`src/rtl/fifo_pkg.sv`:
```
// rtl/fifo_pkg.sv - shared types and helpers for the level-reporting FIFO
package fifo_pkg;

    typedef struct packed {
        logic overflow;
        logic underflow;
    } fifo_err_t;

    // Pointers and level carry one extra bit: level reaches D+1 and pointers wrap mod 2*D.
    function automatic int fifo_level_width(input int addr_width);
        return addr_width + 1;
    endfunction

endpackage

```
`src/rtl/fifo_ram.sv`:
```
// rtl/fifo_ram.sv - simple dual-port RAM with a registered, enable-gated read port
module fifo_ram #(
    parameter int P_ADDR_WIDTH = 4,
    parameter int P_DATA_WIDTH = 32
) (
    input  logic                    clk,
    input  logic                    rst_n,
    input  logic                    we,
    input  logic [P_ADDR_WIDTH-1:0] waddr,
    input  logic [P_DATA_WIDTH-1:0] wdata,
    input  logic                    re,
    input  logic [P_ADDR_WIDTH-1:0] raddr,
    output logic [P_DATA_WIDTH-1:0] rdata
);

    localparam int D = 1 << P_ADDR_WIDTH;

    logic [P_DATA_WIDTH-1:0] mem [D];

    // Storage is deliberately left unreset so it can map onto block RAM.
    always_ff @(posedge clk) begin
        if (we) begin
            mem[waddr] <= wdata;
        end
    end

    always_ff @(posedge clk or negedge rst_n) begin
        if (!rst_n) begin
            rdata <= '0;
        end else if (re) begin
            rdata <= mem[raddr];
        end
    end

endmodule

```
`src/rtl/fifo_level.sv`:
```
// rtl/fifo_level.sv - FWFT sync FIFO with occupancy level, thresholds, flush and sticky errors
module fifo_level
    import fifo_pkg::*;
#(
    parameter int P_ADDR_WIDTH = 4,
    parameter int P_DATA_WIDTH = 32
) (
    input  logic                    clk,
    input  logic                    rst_n,
    input  logic                    clr,
    input  logic                    wr_en,
    input  logic [P_DATA_WIDTH-1:0] data_in,
    output logic                    full,
    input  logic                    rd_en,
    output logic [P_DATA_WIDTH-1:0] data_out,
    output logic                    empty,
    output logic [P_ADDR_WIDTH:0]   level,
    input  logic [P_ADDR_WIDTH:0]   afull_level,
    input  logic [P_ADDR_WIDTH:0]   aempty_level,
    output logic                    almost_full,
    output logic                    almost_empty,
    output logic                    overflow,
    output logic                    underflow
);

    localparam int AW = P_ADDR_WIDTH;
    localparam int LW = fifo_level_width(P_ADDR_WIDTH);

    logic [LW-1:0] wr_ptr;
    logic [LW-1:0] rd_ptr;
    logic [LW-1:0] level_q;
    logic          head_valid;
    fifo_err_t     err_q;

    logic ram_empty;
    logic wr_acc;
    logic rd_acc;
    logic ready;
    logic load;

    assign ram_empty = (wr_ptr == rd_ptr);
    assign full      = (wr_ptr[AW-1:0] == rd_ptr[AW-1:0]) && (wr_ptr[AW] != rd_ptr[AW]);
    assign empty     = !head_valid;

    // Full blocks a write even when a read frees space in the same cycle.
    assign wr_acc = wr_en && !full && !clr;
    assign rd_acc = rd_en && head_valid && !clr;
    assign ready  = rd_en || !head_valid;
    assign load   = ready && !ram_empty && !clr;

    fifo_ram #(
        .P_ADDR_WIDTH(P_ADDR_WIDTH),
        .P_DATA_WIDTH(P_DATA_WIDTH)
    ) u_ram (
        .clk   (clk),
        .rst_n (rst_n),
        .we    (wr_acc),
        .waddr (wr_ptr[AW-1:0]),
        .wdata (data_in),
        .re    (load),
        .raddr (rd_ptr[AW-1:0]),
        .rdata (data_out)
    );

    always_ff @(posedge clk or negedge rst_n) begin
        if (!rst_n) begin
            wr_ptr     <= '0;
            rd_ptr     <= '0;
            level_q    <= '0;
            head_valid <= 1'b0;
        end else if (clr) begin
            wr_ptr     <= '0;
            rd_ptr     <= '0;
            level_q    <= '0;
            head_valid <= 1'b0;
        end else begin
            if (wr_acc) begin
                wr_ptr <= wr_ptr + LW'(1);
            end
            if (load) begin
                rd_ptr     <= rd_ptr + LW'(1);
                head_valid <= 1'b1;
            end else if (ready && ram_empty) begin
                head_valid <= 1'b0;
            end
            // A RAM-to-head load does not change occupancy; only accepted pushes and pops do.
            case ({wr_acc, rd_acc})
                2'b10:   level_q <= level_q + LW'(1);
                2'b01:   level_q <= level_q - LW'(1);
                default: level_q <= level_q;
            endcase
        end
    end

    // Error flags survive a flush and clear only on reset.
    always_ff @(posedge clk or negedge rst_n) begin
        if (!rst_n) begin
            err_q <= '0;
        end else begin
            if (wr_en && full && !clr) begin
                err_q.overflow <= 1'b1;
            end
            if (rd_en && !head_valid && !clr) begin
                err_q.underflow <= 1'b1;
            end
        end
    end

    assign level        = level_q;
    assign almost_full  = (level_q >= afull_level);
    assign almost_empty = (level_q <= aempty_level);
    assign overflow     = err_q.overflow;
    assign underflow    = err_q.underflow;

endmodule

```
`config.mk`:
```
export PLATFORM = sky130hd
export DESIGN_NAME = fifo_level
export DESIGN_NICKNAME = d
export VERILOG_FILES = /design/src/rtl/fifo_pkg.sv /design/src/rtl/fifo_ram.sv /design/src/rtl/fifo_level.sv
export SDC_FILE = /design/constraint.sdc
export NUM_CORES = 1
export LEC_CHECK = 0
export ABC_AREA = 1
export CAP_MARGIN = 30
export CORE_MARGIN = 2
export CORE_UTILIZATION = 55
export DETAILED_ROUTE_END_ITERATION = 7
export PLACE_DENSITY = 0.73
export SLEW_MARGIN = 20
export SYNTH_ARGS = -nofsm -noshare
export SYNTH_HDL_FRONTEND = slang
export SYNTH_SLANG_ARGS = --single-unit
```
`constraint.sdc`:
```
create_clock -name clk -period 2.8 [get_ports clk]
set_input_delay 0.28 -clock clk [delete_from_list [all_inputs] [get_ports clk]]
set_output_delay 0.28 -clock clk [all_outputs]
set_load 0.05 [all_outputs]
```
# After elaboration in Yosys (flattened, before gate mapping)
# Memory sizes are Yosys's and may differ from the RTL's. A register that Yosys moved wholly into a read port is not among the register bits.
# Cells that the tools add are included.
# Widths: inputs -> output; s select.
[op_classes] n_eq_ne=5 reduce_logical=22 magnitude_cmp=2 mul=0 mux=11 add_sub_neg=4 shift=0 div_mod_pow=0 bitwise=0
[ops] operator="$mux 5" n=5
[ops] operator="$add 5x1->5 const B" n=3
[ops] operator="$logic_and 1x1->1" n=12
[ops] operator="$pmux 5 s2" n=1
[ops] operator="$reduce_bool 3->1" n=2
[ops] operator="$eq 5x5->1" n=1
[ops] operator="$ge 5x5->1" n=1
[ops] operator="$le 5x5->1" n=1
[ops] operator="$logic_not 1->1" n=5
[ops] operator="$mux 1" n=5
[ops] operator="$sub 5x1->5 const B" n=1
[ops] operator="$eq 4x4->1" n=1
[ops] operator="$reduce_bool 2->1" n=2
[ops] operator="$eq 2x1->1 const B" n=1
[ops] operator="$eq 2x2->1 const B" n=1
[ops] operator="$logic_or 1x1->1" n=1
[ops] operator="$ne 1x1->1" n=1
[word_totals] ramBits=512 in_bits=47 mem_bits_ro=0 mem_count=1 reg_bits=18 latchBits=0 out_inout_bits=43
[memory_table] name="u_ram.mem" words=16 word_bits=32 read_ports=1 rd_ports_with_merged_regs=1 wr=1 line_no="fifo_ram.sv:18" rtl="logic [P_DATA_WIDTH-1:0] mem [D];"

# Depth between registers and ports, before layout
[depth] depth_word=8 depth_mapped=19 depth_no_buf=18

# Cells and area by module
# Synthesis repeated with hierarchy kept, for this count alone.
[hier_totals] cells_unflattened=2018 area_unflattened_um2=23221.0
[modules_own_cells] module="fifo_ram" area_each_um2=21839.7 seq_area_each_um2=16175.5 cells_per_inst=1842 instances=1
[modules_own_cells] module="fifo_level" area_each_um2=1381.3 seq_area_each_um2=450.4 cells_per_inst=176 instances=1

# Least setup slack after synthesis
# OpenSTA, ideal clock, no wires.
[synth_path] path_kind="reg-to-reg" from="reg rd_ptr[0]" to="mem u_ram.mem[0][0], enable pin" t_required_ns=2.379 synth_period_minus_slack_ns=2.890 path_slack_ns=-0.090 t_arrival_ns=2.469 stages_incl_launch_ff=10 path_cell_list="dfrtp_1 inv_2 nand2_1 nand2_1 nor2_2 nand3_2 nand2_2 inv_1 nand2_1 nor2_1"
[synth_between] elab_chain_cells=7
[synth_rtl] item="from (decl)" line_no="fifo_level.sv:30" rtl="logic [LW-1:0] rd_ptr;"
[synth_rtl] item="from (signal assigned)" line_no="fifo_level.sv:81" rtl="rd_ptr <= rd_ptr + LW'(1);"
[synth_rtl] item="$eq 4x4->1" line_no="fifo_level.sv:42" rtl="assign full = (wr_ptr[AW-1:0] == rd_ptr[AW-1:0]) && (wr_ptr[AW] != rd_ptr[AW]);"
[synth_rtl] item="$logic_and 1x1->1" line_no="fifo_level.sv:42"
[synth_rtl] item="$logic_not 1->1" line_no="fifo_level.sv:46" rtl="assign wr_acc = wr_en && !full && !clr;"
[synth_rtl] item="$logic_and 1x1->1 (2 in series)" line_no="fifo_level.sv:46"
[synth_rtl] item="$mux 1" line_no="fifo_ram.sv:22" rtl="if (we) begin"
[synth_rtl] item="$mux 1 (implied by the code)" line_no="fifo_ram.sv:23" rtl="mem[waddr] <= wdata;"
[synth_rtl] item="to (decl)" line_no="fifo_ram.sv:18"
# Every way passes these cells.

# Final worst setup path
[layout_path] from="reg level_q[0] (netlist: level[0])" to="out almost_full"
[layout_between] elab_chain_cells=1
[layout_rtl] item="from (decl)" line_no="fifo_level.sv:31" rtl="logic [LW-1:0] level_q;"
[layout_rtl] item="from (signal assigned)" line_no="fifo_level.sv:88" rtl="2'b10: level_q <= level_q + LW'(1);"
[layout_rtl] item="from (signal assigned)" line_no="fifo_level.sv:89" rtl="2'b01: level_q <= level_q - LW'(1);"
[layout_rtl] item="from (signal assigned)" line_no="fifo_level.sv:90" rtl="default: level_q <= level_q;"
[layout_rtl] item="$ge 5x5->1" line_no="fifo_level.sv:110" rtl="assign almost_full = (level_q >= afull_level);"
[layout_rtl] item="to (decl)" line_no="fifo_level.sv:20" rtl="output logic almost_full,"
# Every way passes these cells.

==> reports/results.ini <==
[synthesis]
synth_top_family_by_area=compound AO/OA/AOI/OAI gates
netlist_area_um2=22200
synthXorXnorAreaFrac_pct=0.0789
yosysWarnings=0
synth_fa_ha_area_share_pct=0.958
synth_top_cell_by_area=edfxtp_1
yosys.area_share.simple_pct=8.06
ys_ff_latch=562
synthCells=1647
ys_types=39
synth_top_area_share_pct=69.3
syn_avg_cell_area_um2=13.5
syn_nets=1711
synthMuxAreaShare_pct=0
yosys-top-cells-area=edfxtp_1 (69%), o21ai_0 (5.9%), dfrtp_1 (5.6%)
synth-compound-area-share_pct=13.0
yosysSeqAreaShare_pct=74.9

[sta]
final-max-slew-violation-count=0
fin_crit_sh_pct=87.8
finalHoldViolCount=0
rsz0062_at_grt=false
tightest_slew_ns=0.891
fin_ws_ns=0.342
fmax_ghz=0.407
hold_slack_ns=0.236
min_period_ns=2.46
setup_viol=0
slew_headroom_pct=40.4
finClkSkew_ns=0.0276

[setup_path]
startpoint=level[0]$_DFFE_PN0P_
path_cells=inv_1 > ha_1 > inv_1 > nand2_1 > a21oi_1 > o21bai_1 > a21oi_1 > o21bai_1 > buf_4
r2r_start=wr_ptr[2]$_DFFE_PN0P_
reg2regPathDepth=10
arrival_ns=2.18
cpPeakStageDelay_ns=0.40
worst-setup-path-type=reg2out
required_ns=2.52
crit_path_end_kind=output pin
worst_setup_path_start_kind=register
cp_slowest_cell=dfrtp_1
rrSetupSlack_ns=0.38
reg2reg_to=u_ram.mem[9][20]$_DFFE_PP_
critPathMaxFanout=4

[global_route]
grt_first_pass_wirelength_um=82000
overflow=0
grt_max_degree=155
antenna_found_initial=1
grt_pass1_vias=13700
grt.total_usage_pct=26.0

[floorplan]
die_h_um=205
die_w_um=205
start_util_pct=55.7
core_um2=39800
die-area_um2=42000
rows=73
io_pins=90

[detailed_routing]
vias=14300
wl_per_cell_um=23.5
drcViolationCount=0
drtIter0Drc=2005
wirelength_um=54300
drt.antenna.violating_nets=0
avgViaCountPerCell=6.19
first_pass_iters=5

[place]
port_buffers=89
gp_congestion=0.849
placed_cell_area_um2=23900
dp_hpwl_um=32000
pre_cts_slack_ns=0.278
placedCellCount=2208

[layout]
multi_input_area_um2=5030
fill_cells=2821
fin_cells=2310
postLayoutCellArea_um2=25800
area_growth_pct=16.1
diodes=0
regArea_um2=16600
layout-drive-gt1-share_pct=10.4
nets=1804

[pwr]
leakagePower_nw=8.63
power_density_nw_per_um2=897
peakVddDrop_v=0.000706
power_w=0.0231

[cts]
cts_tree=yes
cts-root-buf=clkbuf_16
cts.repair.resized=0
insertion_delay_ns=0.60
h-tree-depth=2
cts_buffers=54
clkSinkCount=562
cts.path.max_buffers=3
path_clk_slew_ns=0.07

[status]
status=complete, no violations

[run]
cap_violations=0

[worst_hold_path]
hp-class=in2async

timing repair:
item                                   in CTS  in global routing
hold buffers                                1                  0
setup buffers                               0                  0
endpoints found under the hold margin      50                  0
cells by family (layout without fill, tap and decap cells):
group | Yosys count | in the layout
simple gates | 439 | 439
flops | 562 | 562
compound gates | 476 | 476
xor+xnor | 2 | 2
fa+ha+maj | 17 | 17
buf+inv | 151 | 289
how the worst max path moves through the flow:
stage	end
floorplan	u_ram.mem[0][0]$_DFFE_PP_
global placement	u_ram.mem[10][5]$_DFFE_PP_
detailed placement	u_ram.mem[9][20]$_DFFE_PP_
CTS	almost_full
global route	almost_full
finish	almost_full
sequential cells by signal, indices dropped and copies added, names as in the netlist:
name,flops
u_ram.mem,512
u_ram.rdata,32
level,5
rd_ptr,5
wr_ptr,5
head_valid,1
overflow,1
underflow,1
routing by layer:
| metal | vias to the layer above | track usage [%] | part of all wire, % |
|---|---|---|---|
| met5 | - | 0 | 0.024 |
| met4 | 2 | 6.40 | 1.8 |
| met3 | 88 | 5.25 | 11 |
| met2 | 787 | 38.4 | 45 |
| met1 | 7050 | 40.0 | 42 |
| li1 | 6367 | - | - |
Yosys cell counts:
cell and number:
o22ai_1 80, inv_2 5, inv_1 37, a21oi_1 9, a2bb2oi_1 15, o221ai_1 50, dfrtp_1 50, a31o_2 1
nor3_1 3, nand3b_1 1, xor2_1 1, buf_6 3, o21a_1 17, o21ai_0 260, o21bai_1 2, nand4_1 20
xnor2_1 1, a21o_1 1, nand2_4 1, nand3_1 24, and3_1 1, a21oi_4 1, nor2_4 2, clkbuf_1 63
nor2_1 294, ha_1 17, nand3_2 2, buf_2 27, o211ai_1 15, o21ai_1 10, nor2_2 1, buf_1 4
nand2_2 3, a22o_1 15, nand2_1 86, clkinv_4 1, edfxtp_1 512, nor3_2 1, buf_4 11
cell type report:
type / instances / area share, %
inverter: 43 / 0.670
clock buffer: 69 / 5.77
sequential: 562 / 64.5
timing repair buffer: 145 / 5.39
tap: 525 / 2.55
clock inverter: 32 / 1.59
multi-input combinational: 934 / 19.5
cell usage in the layout (no fill, tap or decap), types with 47 or more instances in the layout:
cell	synthesis	final
edfxtp_1	512	512
nor2_1	294	277
o21ai_0	260	260
nand2_1	86	86
clkdlybuf4s50_1	0	85
o22ai_1	80	80
clkbuf_16	0	55
buf_4	11	51
o221ai_1	50	50
dfrtp_1	50	47
metrics by stage:
stage	setup TNS (ns)	utilization (%)
after floorplan	-46.18	-
after global placement	0	60.0
after detailed placement	0	60.0
after CTS	0	64.7
after global routing	0	64.7
final	0	64.7
worst max-delay path: cells and delay by family, from the launching register on:
kind | cells | cell delay, ns
flops | 1 | 0.40
compound gates | 4 | 0.51
simple gates | 1 | 0.05
buf+inv | 3 | 0.38
fa+ha+maj | 1 | 0.29
where the power goes:
| group | switching [W] | internal (W) | total, W | leakage (nW) |
|---|---|---|---|---|
| Sequential | 0.000224 | 0.00948 | 0.00971 | 5.19 |
| Clock | 0.00307 | 0.00460 | 0.00766 | 0.927 |
| Combinational | 0.00401 | 0.00174 | 0.00575 | 2.50 |
Power figures use the tool's default switching activity.
==> RTL edit 1 (same settings) <==
`P_DATA_WIDTH` is set to 32 in 2 places; all go to 28.
--- a/src/rtl/fifo_ram.sv
+++ b/src/rtl/fifo_ram.sv
@@ -1,7 +1,7 @@
 // rtl/fifo_ram.sv - simple dual-port RAM with a registered, enable-gated read port
 module fifo_ram #(
     parameter int P_ADDR_WIDTH = 4,
-    parameter int P_DATA_WIDTH = 32
+    parameter int P_DATA_WIDTH = 28
 ) (
     input  logic                    clk,
     input  logic                    rst_n,
--- a/src/rtl/fifo_level.sv
+++ b/src/rtl/fifo_level.sv
@@ -3,7 +3,7 @@
     import fifo_pkg::*;
 #(
     parameter int P_ADDR_WIDTH = 4,
-    parameter int P_DATA_WIDTH = 32
+    parameter int P_DATA_WIDTH = 28
 ) (
     input  logic                    clk,
     input  logic                    rst_n,
Interface: changed (resized data_in and data_out); port bits go from 90 to 82. No check against the original RTL was run, so the function may have changed too.
==> RTL edit 1 against the unedited design <==
- area after synthesis fell by 12%
- cell count fell by 11%
- setup slack got worse by 24 ps
- final area fell by 12%
- utilization fell by 0.63 points
- total power fell by 15%
- via count fell by 12%
- die area fell by 12%
- combinational power fell by 14%
- wire length fell by 15%
- sequential cell count fell by 68
- critical path depth rose by 1
==> RTL edit 1: results (changes against the unedited design) <==
grt_max_degree: 201  # +30%
clock_skew_ps: 21.13  # -6.505 ps
clock_buffers: 67  # -2.9%
use_met1: 0.3853  # -0.01508
crit_fanout: 28  # +24
status: "finished clean"
irDropWorstVdd_mv: 0.9659  # +37%
vias_in_the_first_global_route: 11910  # -13%
finalNetCount: 1610  # -11%
timing.max_slew.rel_slack: 0.3561  # -0.04830
route.detailed.wl_per_inst_um: 22.52  # -4.2%
postSynthRegisterBits: 494  # -12%
yosys.cell_types.count: 37  # -5.1%
first_pass_grt_wire_length_um: 70430  # -14%
seq_area_frac_synth: 0.7455  # -0.003386
insertion_delay_ps: 560  # -40 ps
seq-cell-share: 0.6453  # about the same
cts_max_path_buffers: 3  # unchanged
place.gp.congestion: 0.8316  # -2.1%
final-nonclk-buf-share: 0.05538  # +0.001515
multiInputGateArea_um2: 4517  # -10%
port_buffers: 81  # -9.0%
cts_buffers: 48  # -11%
mappedNetlistNets: 1529  # -11%
dp_hpwl_um: 26760  # -16%
synth-edff-count: 448  # -13%
leakagePower_nw: 7.579  # -12%
asyncSetResetFlopFracSynth: 0.09312  # +0.004149
drt_iter0_drc: 1442  # -28%
num_vias: 12520  # -12%
biggest_cell_delay_along_the_critical_path_ps: 430  # +30 ps
critical_path.top_delay_family: "simple AND/OR/NAND/NOR gates"
grtUsageMet2: 0.3856  # +0.001893
layout_top_registers: "u_ram.mem x448, u_ram.rdata x28"
clockNetworkAreaShare: 0.06688  # -0.006739
synth_top_cells_by_area: "edfxtp_1 (69%), o21ai_0 (6.0%), dfrtp_1 (5.9%)"
nNonClkBuffers: 123  # -15%
synth_commonest_cells: "edfxtp_1 (448), nor2_1 (254), o21ai_0 (233)"
drive_gt1_frac: 0.09641  # -0.007793
-- RTL edit 1: cells by family after synthesis --
| family | Yosys count | share of synthesized area |
|---|---|---|
| buf+inv | 135 | 0.03040 |
| flops | 494 | 0.7455 |
| simple gates | 410 | 0.08559 |
| compound gates | 412 | 0.1272 |
| fa+ha+maj | 17 | 0.01086 |
| xor+xnor | 1 | 0.0004472 |
-- RTL edit 1: stage by stage --
step / instances / power, mW / instance area (um2) / hold slack (ps) / setup slack (ps)
after floorplan: 1469 / 11.95 / 19590 / -15.59 / 73.96
after global placement: 1960 / 13.48 / 21110 / 305.5 / 283.3
after detailed placement: 1960 / 13.57 / 21110 / 310.5 / 219.9
after CTS: 2048 / 19.70 / 22640 / 274.8 / 336.1
after global routing: 2048 / 20.49 / 22640 / 328.0 / 169.0
final: 2048 / 19.64 / 22640 / 263.3 / 318.9
-- RTL edit 1: per-layer routing --
| metal | share of wire | routed length (um) |
|---|---|---|
| met1 | 0.42 | 19440 |
| met2 | 0.46 | 21060 |
| met3 | 0.11 | 4999 |
| met4 | 0.013 | 616 |
| met5 | 0 | 0 |
-- RTL edit 1: worst paths after layout --
path / startpoint / endpoint / depth (start not counted)
max in group asynchronous: rst_n / u_ram.rdata[27] / 3
min: rst_n / u_ram.rdata[2] / 2
max: wr_ptr[0] / u_ram.mem[4][17] / 10
min reg2reg: overflow / overflow / 1
max reg2reg: wr_ptr[0] / u_ram.mem[4][17] / 10
min in group clk: rd_en / underflow / 2
-- RTL edit 1: power by group --
part           switching, mW  internal [mW]  total (mW)  leakage, nW
clock network           2.61           3.55        6.17        0.740
registers              0.213           8.33        8.55         4.58
logic                   3.43           1.50        4.93         2.26
total                   6.25           13.4        19.6         7.58
==> RTL edit 2 (same settings) <==
Made on the original files. Make the reset (`rst_n`) synchronous in 3 clocked blocks.
--- a/src/rtl/fifo_ram.sv
+++ b/src/rtl/fifo_ram.sv
@@ -24,7 +24,7 @@
         end
     end
 
-    always_ff @(posedge clk or negedge rst_n) begin
+    always_ff @(posedge clk) begin
         if (!rst_n) begin
             rdata <= '0;
         end else if (re) begin
--- a/src/rtl/fifo_level.sv
+++ b/src/rtl/fifo_level.sv
@@ -62,7 +62,7 @@
         .rdata (data_out)
     );
 
-    always_ff @(posedge clk or negedge rst_n) begin
+    always_ff @(posedge clk) begin
         if (!rst_n) begin
             wr_ptr     <= '0;
             rd_ptr     <= '0;
@@ -93,7 +93,7 @@
     end
 
     // Error flags survive a flush and clear only on reset.
-    always_ff @(posedge clk or negedge rst_n) begin
+    always_ff @(posedge clk) begin
         if (!rst_n) begin
             err_q <= '0;
         end else begin
Formal check against the unedited RTL: differs if rst_n is asserted again (counterexample within 4 cycles, from zero or initial values and one cycle with rst_n low); with rst_n held inactive, the same outputs for 4 cycles.
==> RTL edit 2 against the unedited design <==
- final area increased by 11%
- area after synthesis increased by 12%
- clock skew decreased by 8.1 ps
- non-clock buffer count decreased by 6
- fmax decreased by 1.1%
- via count increased by 20%
- wire length increased by 5.5%
- sequential cell count unchanged
- hold slack improved by 150 ps
- setup slack got worse by 28 ps
- largest cell class unchanged
Power is not compared: it rests on default switching activity, and its combinational part moved more than twofold at a synthesized area within 25%.
==> RTL edit 2: results (changes against the unedited design) <==
cp-startpoint: "wr_ptr[0]"
biggest_cell_delay_along_the_critical_path_ps: 470  # +70 ps
synth_top_cells_by_area: "edfxtp_1 (62%), nand2_1 (13%), inv_1 (8.2%)"
r2r_setup_slack_ps: 310  # -70 ps
cts.htree.levels: 2  # unchanged
clock_tree_root_driver_cell: "clkbuf_16"
synth_commonest_cells: "nand2_1 (878), inv_1 (547), edfxtp_1 (512)"
dp_worst_setup_slack_ps: 332.9  # +55.07 ps
drtAntennaViolNets: 0  # unchanged
finalNetCount: 2751  # +52%
min_path_type: "input pin to register"
timing.max_slew.rel_slack: 0.2370  # -0.1674
irDropWorstVdd_mv: 0.4179
leakagePower_nw: 12.63
synthesis.yosys.warnings: 0  # unchanged
insertion_delay_ps: 620  # +20 ps
seq_area_frac_synth: 0.6568  # -0.09208
synth-edff-count: 512  # unchanged
layout_top_registers: "u_ram.mem x512, u_ram.rdata x32"
cts_setup_buffers: 0  # unchanged
cp-end-kind: "register"
critical_path.top_delay_family: "simple AND/OR/NAND/NOR gates"
cts_buffers: 55  # +1.9%
synth_area_per_cell_um2: 9.574  # -29%
reg2reg_end: "level[4]"
power_switching_mw: 3.686
num_vias: 17170  # +20%
grt_antenna_before_repair: 0  # -1
postSynth.topFlopCell: "edfxtp_1"
mappedNetlistNets: 2670  # +56%
clkTransAtPathRegs_ps: 70  # about the same
final.setup.worst_slack_ps: 314.1  # -28.34 ps
cells_after_dpl: 3227  # +46%
worst_hold_path.endpoint: "underflow"
cp_slowest_cell: "dfxtp_1"
drive_gt1_frac: 0.06371  # -0.04049
yosys.cell_types.count: 30  # -23%
dp_hpwl_um: 31760  # -0.77%
detail_route.wirelength_um: 57260  # +5.5%
status: "finished clean"
hold_path_startpoint: "rd_en"
drt_iter0_drc: 1816  # -9.4%
clock_skew_ps: 19.52  # -8.107 ps
detail_route.first_pass.iterations: 6  # +1
global_route.usage.total: 0.2462  # -0.01384
number_of_cells_traversed_by_the_worst_hold_path: 2
antenna_cells_inserted: 0  # unchanged
grt_max_degree: 211  # +36%
place.gp.congestion: 0.8060  # -5.1%
post_layout_nonfiller_instances: 3331  # +44%
cts_max_path_buffers: 3  # unchanged
crit_arrival_ps: 3020  # +840 ps
first_pass_grt_wire_length_um: 90160  # +9.9%
port_buffers: 89  # unchanged
crit_fanout: 7  # +3
asyncSetResetFlopFracSynth: 0  # -0.08897
[RTL edit 2: changes by cell type in the layout (fill, tap and decap cells not counted), moves of 50 or more]
| cell | delta |
|---|---|
| nand3_1 | +313 |
| inv_1 | +511 |
| nor2_1 | -199 |
| o21ai_0 | -257 |
| o221ai_1 | -50 |
| o22ai_1 | -79 |
| nand2_1 | +792 |
[RTL edit 2: power by group through the flow]
stage | Clock, mW | Sequential, mW | Combinational (mW)
final | 7.93 | 9.23 | 0.708
after floorplan | 0 | 9.50 | 0.282
after CTS | 8.02 | 9.23 | 0.711
after global placement | 0 | 9.41 | 0.691
after detailed placement | 0 | 9.41 | 0.705
after global routing | 8.36 | 9.23 | 0.775
[RTL edit 2: cell type report]
cell class / instances / area (um2)
multi-input combinational: 1375 / 6028
sequential: 562 / 16380
clock buffer: 66 / 1469
tap: 600 / 750.7
fill: 3414 / 16490
inverter: 552 / 2079
timing repair buffer: 139 / 1401
clock inverter: 37 / 486.7
[RTL edit 2: timing repair]
| item | CTS | global route |
|---|---|---|
| hold buffers | 1 | 0 |
| resized for setup | 0 | 0 |
| hold endpoints to repair | 1 | 0 |
[RTL edit 2: per-stage QoR]
step,hold WS (ps),area (um2)
finish,385.2,28600
global route,390.3,28600
CTS,365.3,28600
detailed placement,473.6,26630
global placement,453.3,26610
floorplan,378.9,24960
[RTL edit 2: kinds of logic after synthesis]
group,count (synthesis),synth area share
compound gates,25,0.005771
xor+xnor,12,0.004216
fa+ha+maj,19,0.009535
buf+inv,667,0.1062
flops,562,0.6568
simple gates,1319,0.2175
[RTL edit 2: routing by layer]
layer  part of all wire  GRT usage  vias up
met5                  0          0        -
met4              0.024    0.07877        0
met3              0.074    0.03256      103
met2               0.48     0.4132      691
met1               0.42     0.3359     8081
li1                   -          -     8296
